===== config.mk =====
export PLATFORM = sky130hd
export DESIGN_NAME = mvau_weight_ctrl_flat
export DESIGN_NICKNAME = d
export VERILOG_FILES = /design/src/rtl/mvau_weight_ctrl_if.sv /design/src/rtl/mvau_weight_ctrl.sv /design/src/flat_wrapper.sv
export SDC_FILE = /design/constraint.sdc
export NUM_CORES = 1
export LEC_CHECK = 0
export ABC_AREA = 1
export BUFFER_PORTS_ARGS = -buffer_cell sky130_fd_sc_hd__buf_2
export CAP_MARGIN = 20
export CORE_MARGIN = 4
export CORE_UTILIZATION = 45
export DETAILED_ROUTE_END_ITERATION = 12
export PLACE_DENSITY_LB_ADDON = 0.05
export SYNTH_ARGS = -nofsm -noshare
export SYNTH_HDL_FRONTEND = slang
export SYNTH_SLANG_ARGS = --single-unit

===== constraint.sdc =====
create_clock -name aclk -period 4.6 [get_ports aclk]
set_input_delay 0 -clock aclk [delete_from_list [all_inputs] [get_ports aclk]]
set_output_delay 0 -clock aclk [all_outputs]
set_load 0.05 [all_outputs]

===== src/rtl/mvau_weight_ctrl_if.sv =====
// mvau_weight_ctrl_if -- bundle of the job handshake, the weight-memory read
// port and the weight stream of mvau_weight_ctrl.
//   master : the controller side (drives busy/done, wmem_addr, wt_out/wt_valid)
//   slave  : the environment side (drives start, wmem_out, wt_ready)
// Signals:
//   start/busy/done      job control
//   wmem_addr/wmem_out   synchronous weight memory, data one cycle after addr
//   wt_out/wt_valid/...  valid/ready weight stream toward the MAC array
interface mvau_weight_ctrl_if #(
  parameter int SIMD         = 2,
  parameter int TW           = 1,
  parameter int WMEM_ADDR_BW = 4
) ();
  logic                    start;
  logic                    busy;
  logic                    done;
  logic [WMEM_ADDR_BW-1:0] wmem_addr;
  logic [SIMD*TW-1:0]      wmem_out;
  logic [SIMD*TW-1:0]      wt_out;
  logic                    wt_valid;
  logic                    wt_ready;

  modport master (
    input  start, wmem_out, wt_ready,
    output busy, done, wmem_addr, wt_out, wt_valid
  );

  modport slave (
    output start, wmem_out, wt_ready,
    input  busy, done, wmem_addr, wt_out, wt_valid
  );
endinterface


===== src/rtl/mvau_weight_ctrl.sv =====
// mvau_weight_ctrl -- streams the weight memory NUM_REPS times per job.
// Reads are issued only when the 2-entry output FIFO is guaranteed to have a
// slot for the returning word, so the stream never overflows and still runs
// at one word per cycle while wt_ready stays high.
// Ports:
//   aclk    clock, rising edge
//   areset  synchronous active-high reset
//   bus     mvau_weight_ctrl_if.master (start/busy/done, memory port, stream)
module mvau_weight_ctrl #(
  parameter int SIMD         = 2,
  parameter int TW           = 1,
  parameter int WMEM_DEPTH   = 4,
  parameter int WMEM_ADDR_BW = 4,
  parameter int NUM_REPS     = 1
) (
  input  logic                aclk,
  input  logic                areset,
  mvau_weight_ctrl_if.master  bus
);
  localparam int DW      = SIMD * TW;
  localparam int PASS_BW = (NUM_REPS > 1) ? $clog2(NUM_REPS) : 1;
  localparam logic [WMEM_ADDR_BW-1:0] LAST_ADDR = WMEM_ADDR_BW'(WMEM_DEPTH - 1);
  localparam logic [PASS_BW-1:0]      LAST_PASS = PASS_BW'(NUM_REPS - 1);

  typedef enum logic [1:0] {IDLE, RUN, DRAIN} state_t;

  state_t                  state_q, state_d;
  logic [WMEM_ADDR_BW-1:0] cnt_q;      // next address to issue
  logic [WMEM_ADDR_BW-1:0] addr_q;     // last issued address
  logic [PASS_BW-1:0]      pass_q;
  logic                    inflight_q; // read issued last cycle, data arrives now
  logic [1:0]              occ_q;
  logic [DW-1:0]           head_q, tail_q;

  logic       pop, issue, last_issue, drained;
  logic [2:0] credit;

  assign pop        = (occ_q != 2'd0) && bus.wt_ready;
  // Slots committed after this cycle: stored + returning - leaving.
  assign credit     = {1'b0, occ_q} + {2'b0, inflight_q} - {2'b0, pop};
  assign issue      = (state_q == RUN) && (credit < 3'd2);
  assign last_issue = issue && (cnt_q == LAST_ADDR) && (pass_q == LAST_PASS);
  assign drained    = !inflight_q && (occ_q == 2'd0);

  // Address is shown combinationally in the issue cycle; otherwise it holds.
  assign bus.wmem_addr = issue ? cnt_q : addr_q;
  assign bus.wt_out    = head_q;
  assign bus.wt_valid  = (occ_q != 2'd0);

  always_comb begin
    state_d  = state_q;
    bus.busy = 1'b0;
    bus.done = 1'b0;
    case (state_q)
      IDLE:  if (bus.start) state_d = RUN;
      RUN: begin
        bus.busy = 1'b1;
        if (last_issue) state_d = DRAIN;
      end
      DRAIN: begin
        bus.busy = 1'b1;
        if (drained) begin
          bus.done = 1'b1;
          state_d  = IDLE;
        end
      end
      default: state_d = IDLE;
    endcase
  end

  always_ff @(posedge aclk) begin
    if (areset) begin
      state_q    <= IDLE;
      cnt_q      <= '0;
      addr_q     <= '0;
      pass_q     <= '0;
      inflight_q <= 1'b0;
      occ_q      <= 2'd0;
      head_q     <= '0;
      tail_q     <= '0;
    end else begin
      state_q    <= state_d;
      inflight_q <= issue;

      if (issue) begin
        addr_q <= cnt_q;
        if (cnt_q == LAST_ADDR) begin
          cnt_q  <= '0;
          // Final wrap of the job leaves the pass counter ready for the next start.
          pass_q <= last_issue ? '0 : pass_q + PASS_BW'(1);
        end else begin
          cnt_q <= cnt_q + WMEM_ADDR_BW'(1);
        end
      end

      // Returning data (inflight_q) is the push side of the FIFO.
      case ({inflight_q, pop})
        2'b10: begin
          if (occ_q == 2'd0) head_q <= bus.wmem_out;
          else               tail_q <= bus.wmem_out;
          occ_q <= occ_q + 2'd1;
        end
        2'b01: begin
          if (occ_q == 2'd2) head_q <= tail_q;
          occ_q <= occ_q - 2'd1;
        end
        2'b11: begin
          if (occ_q == 2'd1) head_q <= bus.wmem_out;
          else begin
            head_q <= tail_q;
            tail_q <= bus.wmem_out;
          end
        end
        default: ;
      endcase
    end
  end
endmodule


===== src/flat_wrapper.sv =====
// flat-port wrapper written by rule: the top's interface ports become plain ports
module mvau_weight_ctrl_flat 
#(
  parameter int SIMD         = 2,
  parameter int TW           = 1,
  parameter int WMEM_DEPTH   = 4,
  parameter int WMEM_ADDR_BW = 4,
  parameter int NUM_REPS     = 1
)
  (aclk, areset, bus_start, bus_wmem_out, bus_wt_ready, bus_busy, bus_done, bus_wmem_addr, bus_wt_out, bus_wt_valid);
  mvau_weight_ctrl_if #(.SIMD(SIMD), .TW(TW), .WMEM_ADDR_BW(WMEM_ADDR_BW)) bus_i ();
  input  logic aclk;
  input  logic areset;
  input wire logic [$bits(bus_i.start)-1:0] bus_start;
  input wire logic [$bits(bus_i.wmem_out)-1:0] bus_wmem_out;
  input wire logic [$bits(bus_i.wt_ready)-1:0] bus_wt_ready;
  output wire logic [$bits(bus_i.busy)-1:0] bus_busy;
  output wire logic [$bits(bus_i.done)-1:0] bus_done;
  output wire logic [$bits(bus_i.wmem_addr)-1:0] bus_wmem_addr;
  output wire logic [$bits(bus_i.wt_out)-1:0] bus_wt_out;
  output wire logic [$bits(bus_i.wt_valid)-1:0] bus_wt_valid;
  assign bus_i.start = bus_start;
  assign bus_i.wmem_out = bus_wmem_out;
  assign bus_i.wt_ready = bus_wt_ready;
  assign bus_busy = bus_i.busy;
  assign bus_done = bus_i.done;
  assign bus_wmem_addr = bus_i.wmem_addr;
  assign bus_wt_out = bus_i.wt_out;
  assign bus_wt_valid = bus_i.wt_valid;
  mvau_weight_ctrl #(.SIMD(SIMD), .TW(TW), .WMEM_DEPTH(WMEM_DEPTH), .WMEM_ADDR_BW(WMEM_ADDR_BW), .NUM_REPS(NUM_REPS)) u_core (.aclk(aclk), .areset(areset), .bus(bus_i));
endmodule

==> flow_summary.ini, run 1 <==
[clock_tree]
post_cts_buffers = 0
insertion_delay_ps = 300
clk_transition_reported_paths_ps = 110
clockBufferDepth = 2
h-tree-depth = 1
tritoncts = yes
clock-sinks = 18
cts_buffers = 3
cts_root_buf = clkbuf_4

[routing]
wire_per_inst_um = 10.3
ant_nets = 0
wl_um = 1960
dr_total_vias = 871
drc = 0
drt_pass1_iterations = 4
drt_iter0_drc = 24
viasPerCell = 4.58

[critical_path]
critPathLaunchType = register
critPathCaptureType = primary output
crit_family = adder cells
cp_cell_sequence = inv_2 > ha_1 > inv_2 > nand2_2 > ha_1 > nand2_1 > fa_1 > nand2_1 > clkinv_1 > nand2_2 > nor2_2 > or2_1 > inv_2 > a21oi_1 > buf_2
required_ps = 4600
slowest_delay_ps = 490
crit_buf_inv = 5
critPathMostFrequentCell = inv_2
worstPathArrival_ps = 3230
rrSetupSlack_ps = 1770
worstSetupPathType = register to primary output
cp_max_fo = 12
cp_slowest_cell = fa_1

[floorplanning]
die_y_um = 56.3
die_area_mm2 = 0.00317
rows = 17
die_x_um = 56.3
num_io_pins = 15
fp.coreArea_mm2 = 0.00221
initial_core_util_pct = 47.5

[grt]
grt_start_max_net_pins = 13
grt_use_total_pct = 13.3
grt_pass1_wl_um = 3390
antenna_found_initial = 0
first_global_vias = 762
grt_overflow = 0

[sta]
worstMarginPinSlew_ps = 443
min_period_ps = 3230
rsz0062_at_grt = no
timing.final.crit_share_pct = 70.3
finalHoldViolations = 0
maxSlewHeadroom_pct = 70.4
timing.fmax_mhz = 309
finClkSkew_ps = 6.27
setup_viol = 0
fin_tns_setup_ps = 0
slew_viol_final = 0

[layout]
n_antenna_cell = 0
fin_area_mm2 = 0.00121
drive_gt1_share_pct = 25.9
areaGrowthSynthToFinish_pct = 15.3
seq_area_um2 = 360
multi_input_area_um2 = 581
fillers = 233
nets = 180

[outcome]
status = finished clean

[power_and_ir_drop]
power_density_mw_per_mm2 = 758
leakage_nw = 0.565
ir_worst_vdd_mv = 0.368

[synthesis]
synth.yosys.seq_area_share_pct = 34.3
yosys-top-cells-area = dfxtp_1, ha_1, nand2_1
synth.top_cell.area_share_pct = 34.3
syn_avg_cell_area_um2 = 7.39
synthCells = 142
syn_nets = 159
yosysWarningCount = 0
ys_seq_elements = 18
yosys.area.top_type = dfxtp_1
netlist_area_mm2 = 0.00105
synth_cell_types = 26

[placement]
place_area_mm2 = 0.00114
hpwl_um = 1490
port_buffers = 14
place.gp.congestion = 0.827

[min_path]
hold_class = primary input to register

[job]
maxCapViolations = 0
-- report_power, final --
group	internal [mW]	switching (mW)	total, mW
Combinational	0.165	0.409	0.574
Clock	0.0482	0.0526	0.101
Sequential	0.207	0.0348	0.242
-- synth_stat cells (all sizes together) --
cell / instances
clkinv: 1
nand3: 6
ha: 10
xnor2: 1
inv: 25
buf: 1
dfxtp: 18
o21ai: 9
nand4: 1
or2: 3
fa: 1
nand2: 26
nor3: 3
a21oi: 11
a211oi: 3
nor2: 23
-- area by class of cell --
| cell class | count | share of cell area (%) |
|---|---|---|
| Clock buffer | 4 | 3.00 |
| Inverter | 26 | 8.07 |
| Multi-Input combinational cell | 97 | 48.0 |
| Sequential cell | 18 | 29.8 |
| Tap cell | 28 | 2.90 |
| Timing Repair Buffer | 17 | 8.27 |
-- state kept, by name (all words and copies together) (netlist names) --
register / flops
u_core.state_q: 2
u_core.addr_q: 4
u_core.bus.wt_out: 2
u_core.occ_q: 2
u_core.inflight_q: 1
u_core.pass_q: 1
u_core.cnt_q: 4
u_core.tail_q: 2
-- per-stage QoR --
stage	util (%)	power [mW]	hold slack, ps	cells	setup WS (ps)
final	54.7	0.917	197	190	1370
after global routing	54.7	0.995	216	190	1110
after CTS	54.7	0.925	190	190	1350
after detailed placement	51.7	0.820	260	183	1700
after global placement	51.7	0.810	248	183	1790
after floorplan	-	0.727	69.1	142	1400
-- cell usage in the layout, fill, tap and decap left out --
cell type       n
nor3_1          3
nand2_4         1
a211oi_1        2
nor2_2          3
nand2_2         4
clkbuf_8        1
a21oi_1        10
nand4_1         1
a211oi_2        1
nand3_1         5
nand3_2         1
or2_1           3
o21ai_2         1
xnor2_1         1
clkinv_1        1
inv_1          14
buf_2          14
nor2_4          1
inv_2          11
dfxtp_1        18
nor2_1         19
o21ai_0         4
dlygate4sd3_1   3
nand2_1        21
fa_1            1
ha_1           10
a21oi_2         1
o21ai_1         4
clkbuf_4        3
-- worst reg2reg max path: stages, from the launching register on --
cell,delay (ps)
dfxtp_1,430
inv_2,100
ha_1,230
inv_2,70
nand2_2,80
ha_1,350
nand2_1,80
fa_1,490
nand2_1,70
clkinv_1,50
nand2_2,40
nor2_2,350
nand3_2,120
nand2_2,120
nand3_1,70
nand2_1,60
nor2_1,40
-- cells by family after synthesis --
family                     Yosys count  synth area share (%)
and+or+nand+nor                     62                  27.8
buffers and inverters               27                  10.4
AOI/OAI and AO/OA                   23                  12.9
adders and majority gates           11                  13.8
DFF                                 18                  34.3
xor gates and xnor gates             1                 0.834
-- path summary, 6_finish.rpt --
path              startpoint           endpoint  depth (start not counted)
max reg2reg  u_core.occ_q[1]  u_core.state_q[0]                         16
min reg2reg    u_core.pass_q      u_core.pass_q                          2
max          u_core.occ_q[1]   bus_wmem_addr[2]                         15
min                bus_start  u_core.state_q[1]                          5
-- what timing repair did --
action | CTS | global route
gates resized for setup | 0 | 0
hold endpoints to repair | 8 | 0
hold buffers | 3 | 0
-- metal layers --
| layer | track usage [%] | vias to the layer above | wire length, µm |
|---|---|---|---|
| li1 | - | 490 | - |
| met1 | 19.3 | 373 | 1010 |
| met2 | 19.5 | 6 | 886 |
| met3 | 2.30 | 2 | 55 |
| met4 | 5.08 | 0 | 9 |
| met5 | 0 | - | 0 |
Power figures use the tool's default switching activity.
==> run 2, diff against run 1 <==
==> constraint.sdc (replaced) <==
create_clock -name aclk -period 3.3 [get_ports aclk]
set_input_delay 0 -clock aclk [delete_from_list [all_inputs] [get_ports aclk]]
set_output_delay 0 -clock aclk [all_outputs]
set_load 0.05 [all_outputs]
==> flow_summary.ini, run 2 (same netlist as run 1, synthesis figures left out) <==
[sta]
setup_viol = 0
worstMarginPinSlew_ps = 320
finClkSkew_ps = 6.04
finalHoldViolations = 0
timing.fmax_mhz = 325
maxSlewHeadroom_pct = 78.5
slew_viol_final = 0
timing.final.crit_share_pct = 93.2
setup_slack_ps = 223
rsz0062_at_grt = yes
min_period_ps = 3080
whs_ps = 197

[placement]
port_buffers = 14
dpl_worst_slack_ps = 396
place.gp.congestion = 0.827
dp_cells = 183
place_area_mm2 = 0.00114
hpwl_um = 1490

[grt]
grt_use_total_pct = 13.3
first_global_vias = 762
grt_overflow = 0
grt_start_max_net_pins = 13
grt_pass1_wl_um = 3390
antenna_found_initial = 0

[floorplanning]
fp.coreArea_mm2 = 0.00221
initial_core_util_pct = 47.5
die_area_mm2 = 0.00317
rows = 17
die_x_um = 56.3
die_y_um = 56.3
num_io_pins = 15

[critical_path]
reg2reg_to = u_core.state_q[0]
cp_max_fo = 12
rr_worst_depth = 16
r2r-start = u_core.occ_q[1]
worstSetupPathType = register to primary output
critPathLaunchType = register
required_ps = 3300
rrSetupSlack_ps = 600
worstPathArrival_ps = 3080
critPathCaptureType = primary output

[outcome]
status = finished clean

[routing]
drt_pass1_iterations = 4
wire_per_inst_um = 10.3
ant_nets = 0
drt_iter0_drc = 25
viasPerCell = 4.62
drc = 0
dr_total_vias = 878
wl_um = 1960

[clock_tree]
tritoncts = yes
clock-sinks = 18
insertion_delay_ps = 300
clockBufferDepth = 2
h-tree-depth = 1
cts_buffers = 3
clk_transition_reported_paths_ps = 110
cts_root_buf = clkbuf_4

[power_and_ir_drop]
leakage_nw = 0.565
ir_worst_vdd_mv = 0.514
p_sw_mw = 0.696
power_density_mw_per_mm2 = 1060
p_seq_share_pct = 26.0
clkPwrFrac_pct = 10.8
internal-power_mw = 0.603
combPwrFrac_pct = 63.2
p_sw_share_pct = 53.6

[min_path]
hold_depth = 5
hold_path.startpoint = bus_start
min_to = u_core.state_q[1]
hold_class = primary input to register

[layout]
reg_top3 = u_core.addr_q (4), u_core.cnt_q (4)
nets = 180
final_cell_mix = nand2_1, nor2_1, dfxtp_1
n_antenna_cell = 0
fillers = 234
fin_cells = 190
final_common_cell = nand2_1
drive_gt1_share_pct = 25.9
seq_area_um2 = 360
fin_area_mm2 = 0.00122
areaGrowthSynthToFinish_pct = 16.4
multi_input_area_um2 = 586

[job]
maxCapViolations = 0
## run 2: timing repair
| item | in CTS | in global routing |
|---|---|---|
| buffers inserted | 0 | 0 |
| gates resized for setup | 0 | 4 |
| endpoints found under the hold margin | 8 | 0 |
| endpoints found under the setup margin | 0 | 3 |
| hold buffers | 3 | 0 |
## run 2: per-layer routing
metal	up-vias	share of wire, %	global-route usage, %
li1	490	-	-
met1	380	51	19.3
met2	6	46	19.5
met3	2	2.7	2.30
met4	0	0.46	5.08
met5	-	0	0
## run 2: layout make-up
class                   instances  area share, %
well taps                      28           2.87
repair buffers                 17           8.80
flip-flops and latches         18           29.5
multi-input cells              97           47.9
inverters                      26           7.98
clock buffers                   4           2.97
## run 2: worst max-delay path by stage
| stage | from | end | slack, ps |
|---|---|---|---|
| after floorplan | u_core.occ_q[1] | bus_wmem_addr[2] | 100 |
| after global placement | u_core.occ_q[1] | bus_wmem_addr[2] | 490 |
| after detailed placement | u_core.occ_q[1] | bus_wmem_addr[2] | 400 |
| after CTS | u_core.occ_q[1] | bus_wmem_addr[2] | 50 |
| after global routing | u_core.occ_q[1] | bus_wmem_addr[2] | -10 |
| final | u_core.occ_q[1] | bus_wmem_addr[2] | 220 |
## run 2: worst max-delay path: stages (launching register included)
cell and delay [ps]:
dfxtp_1 430, inv_2 100, ha_1 230, inv_2 70, nand2_2 80, ha_1 350
nand2_1 80, fa_1 490, nand2_1 70, clkinv_1 50, nand2_2 50, nor2_4 230
or2_1 160, inv_2 40, a21oi_1 110, clkbuf_4 240
## run 2: through the flow
| step | setup TNS [ps] | utilization [%] | power [mW] |
|---|---|---|---|
| 2_1_floorplan | 0 | - | 1.01 |
| 3_3_place_gp | 0 | 51.7 | 1.13 |
| 3_5_place_dp | 0 | 51.7 | 1.14 |
| 4_1_cts | 0 | 54.7 | 1.29 |
| 5_1_grt | -12.3 | 55.3 | 1.41 |
| 6_report | 0 | 55.3 | 1.30 |
## run 2: power by group through the flow
stage	clock, mW	combinational, mW	sequential, mW
CTS	0.146	0.805	0.338
global placement	0	0.789	0.340
detailed placement	0	0.799	0.343
floorplan	0	0.640	0.373
finish	0.140	0.821	0.338
global route	0.153	0.907	0.347
==> run 3, diff against run 2 <==
--- a/config.mk
+++ b/config.mk
@@ -5,13 +5,13 @@
 export SDC_FILE = /design/constraint.sdc
 export NUM_CORES = 1
 export LEC_CHECK = 0
-export ABC_AREA = 1
 export BUFFER_PORTS_ARGS = -buffer_cell sky130_fd_sc_hd__buf_2
 export CAP_MARGIN = 20
 export CORE_MARGIN = 4
 export CORE_UTILIZATION = 45
 export DETAILED_ROUTE_END_ITERATION = 12
-export PLACE_DENSITY_LB_ADDON = 0.05
+export PLACE_DENSITY_LB_ADDON = 0.3
+export SETUP_SLACK_MARGIN = 0.02
 export SYNTH_ARGS = -nofsm -noshare
 export SYNTH_HDL_FRONTEND = slang
 export SYNTH_SLANG_ARGS = --single-unit
==> flow_summary.ini, run 3 <==
[outcome]
status = finished clean

[synthesis]
syn_avg_cell_area_um2 = 10.1
ys_seq_elements = 18
synth-edff-count = 0
synth_flop_cell = dfxtp_1
yosys.area.top_type = dfxtp_1
synthCells = 99
yosysWarningCount = 0
synth.yosys.seq_area_share_pct = 35.9
yosys-top-cells-area = dfxtp_1, ha_1, mux2i_1
synth_cell_types = 32
synth.top_cell.area_share_pct = 35.9
async_flop_share_pct = 0
netlist_area_mm2 = 0.00100
syn_nets = 116
netlist_top_cells_count = dfxtp_1, nor2_1, ha_1, mux2i_1, nand2_1
yosysMostFrequentCell = dfxtp_1

[grt]
grt_overflow = 0
first_global_vias = 662
grt_use_total_pct = 11.4
antenna_found_initial = 0
grt_pass1_wl_um = 2840
grt_start_max_net_pins = 13

[critical_path]
cp_slowest_cell = dfxtp_1
worstPathArrival_ps = 3050
critPathLaunchType = register
slowest_delay_ps = 400
critPathCaptureType = primary output
worstSetupPathType = register to primary output
required_ps = 3300
cp_cell_sequence = inv_1 > ha_1 > nand2b_2 > ha_4 > nand2_1 > fa_1 > xnor2_2 > nand3_4 > mux2_1 > buf_2
cp_max_fo = 10

[clock_tree]
clk_transition_reported_paths_ps = 100
clock-sinks = 18
clockBufferDepth = 2
cts_root_buf = clkbuf_4
h-tree-depth = 1
tritoncts = yes
insertion_delay_ps = 290
cts_buffers = 3

[layout]
nets = 137
drive_gt1_share_pct = 26.1
fillers = 193
reg_top3 = u_core.addr_q (4), u_core.cnt_q (4)
final_common_cell = dfxtp_1
final_cell_mix = dfxtp_1, buf_2, nor2_1
n_antenna_cell = 0
areaGrowthSynthToFinish_pct = 18.0

[power_and_ir_drop]
power_density_mw_per_mm2 = 873
ir_worst_vdd_mv = 0.407
leakage_nw = 0.508

[routing]
wl_um = 1580
drc = 0
viasPerCell = 5.01
dr_total_vias = 731
ant_nets = 0
wire_per_inst_um = 10.8
drt_pass1_iterations = 3
drt_iter0_drc = 7

[sta]
min_period_ps = 3050
worstMarginPinSlew_ps = 489
setup_slack_ps = 246
rsz0062_at_grt = no
slew_viol_final = 0
timing.fmax_mhz = 327
setup_viol = 0
timing.final.crit_share_pct = 92.5
finalHoldViolations = 0
finClkSkew_ps = 2.42
fin_tns_setup_ps = 0
maxSlewHeadroom_pct = 67.2

[min_path]
hold_class = primary input to register

[floorplanning]
num_io_pins = 15
die_y_um = 55.2
die_x_um = 55.2
die_area_mm2 = 0.00305
fp.coreArea_mm2 = 0.00204
rows = 16
initial_core_util_pct = 49.1

[placement]
dpl_worst_slack_ps = 362
port_buffers = 14
place.gp.congestion = 0.781
hpwl_um = 1240

[job]
maxCapViolations = 0
## run 3: cell types whose count changed after synthesis, moves of 5 or more
cell,change
a21oi_1,-7
inv_1,-8
inv_2,-11
mux2i_1,+7
nand2_1,-14
nand3_1,-5
nor2_1,-8
## run 3: final timing paths
kind	startpoint	end	slack [ps]	depth (start not counted)
worst min-delay path	areset	u_core.cnt_q[3]	20	2
worst max register to register	u_core.occ_q[0]	u_core.state_q[0]	410	11
worst min register to register	u_core.pass_q	u_core.pass_q	470	1
worst max-delay path	u_core.occ_q[0]	bus_wmem_addr[3]	250	10
## run 3: kinds of logic after synthesis
family,synth area share (%)
AND/OR/NAND/NOR,19.2
adder cells (fa/ha/maj),14.5
flip-flops,35.9
AO/OA/AOI/OAI,11.7
XOR/XNOR,4.24
multiplexers,11.5
buffers and inverters,2.99
## run 3: cell type report
| class | count | area [µm²] | share of cell area, % |
|---|---|---|---|
| timing repair buffer | 17 | 97.6 | 8.25 |
| tap | 27 | 33.8 | 2.85 |
| sequential | 18 | 362 | 30.5 |
| clock buffer | 4 | 36.3 | 3.07 |
| multi-input combinational | 73 | 628 | 53.1 |
| inverter | 7 | 26.3 | 2.22 |
## run 3: repair_timing
item | CTS | global route
resized for setup | 0 | 3
buffers inserted | 0 | 1
setup endpoints to repair | 0 | 4
hold buffers | 2 | 0
hold endpoints to repair | 2 | 0
## run 3: worst max-delay path: cells and delay by family, from the launching register on
family	cells	cell delay, ps
buffers and inverters	2	290
DFF	1	400
xor gates and xnor gates	1	270
muxes	1	350
and+or+nand+nor	3	480
adders and majority gates	3	960
## run 3: per-layer routing
metal	part of all wire (%)	wire length, µm	track usage (%)	vias to the layer above
li1	-	-	-	386
met1	48	753	14.4	330
met2	46	721	17.4	11
met3	5.2	82	3.73	4
met4	1.4	22	5.21	0
met5	0	0	0	-
## run 3: report_power, final
part	total, mW	switching, mW	leakage, nW	internal (mW)
registers	0.302	0.0403	0.147	0.262
clock network	0.131	0.0637	0.0210	0.0672
logic	0.600	0.360	0.340	0.239
## run 3: through the flow
step | util, % | power [mW] | instance area, µm² | hold WS (ps) | instances
floorplan | - | 0.789 | 1000 | 147 | 99
global placement | 54.0 | 0.870 | 1100 | 258 | 139
detailed placement | 54.0 | 0.880 | 1100 | 265 | 139
CTS | 56.8 | 1.01 | 1160 | 15.4 | 145
global route | 58.0 | 1.12 | 1180 | 17.9 | 146
finish | 58.0 | 1.03 | 1180 | 22.5 | 146
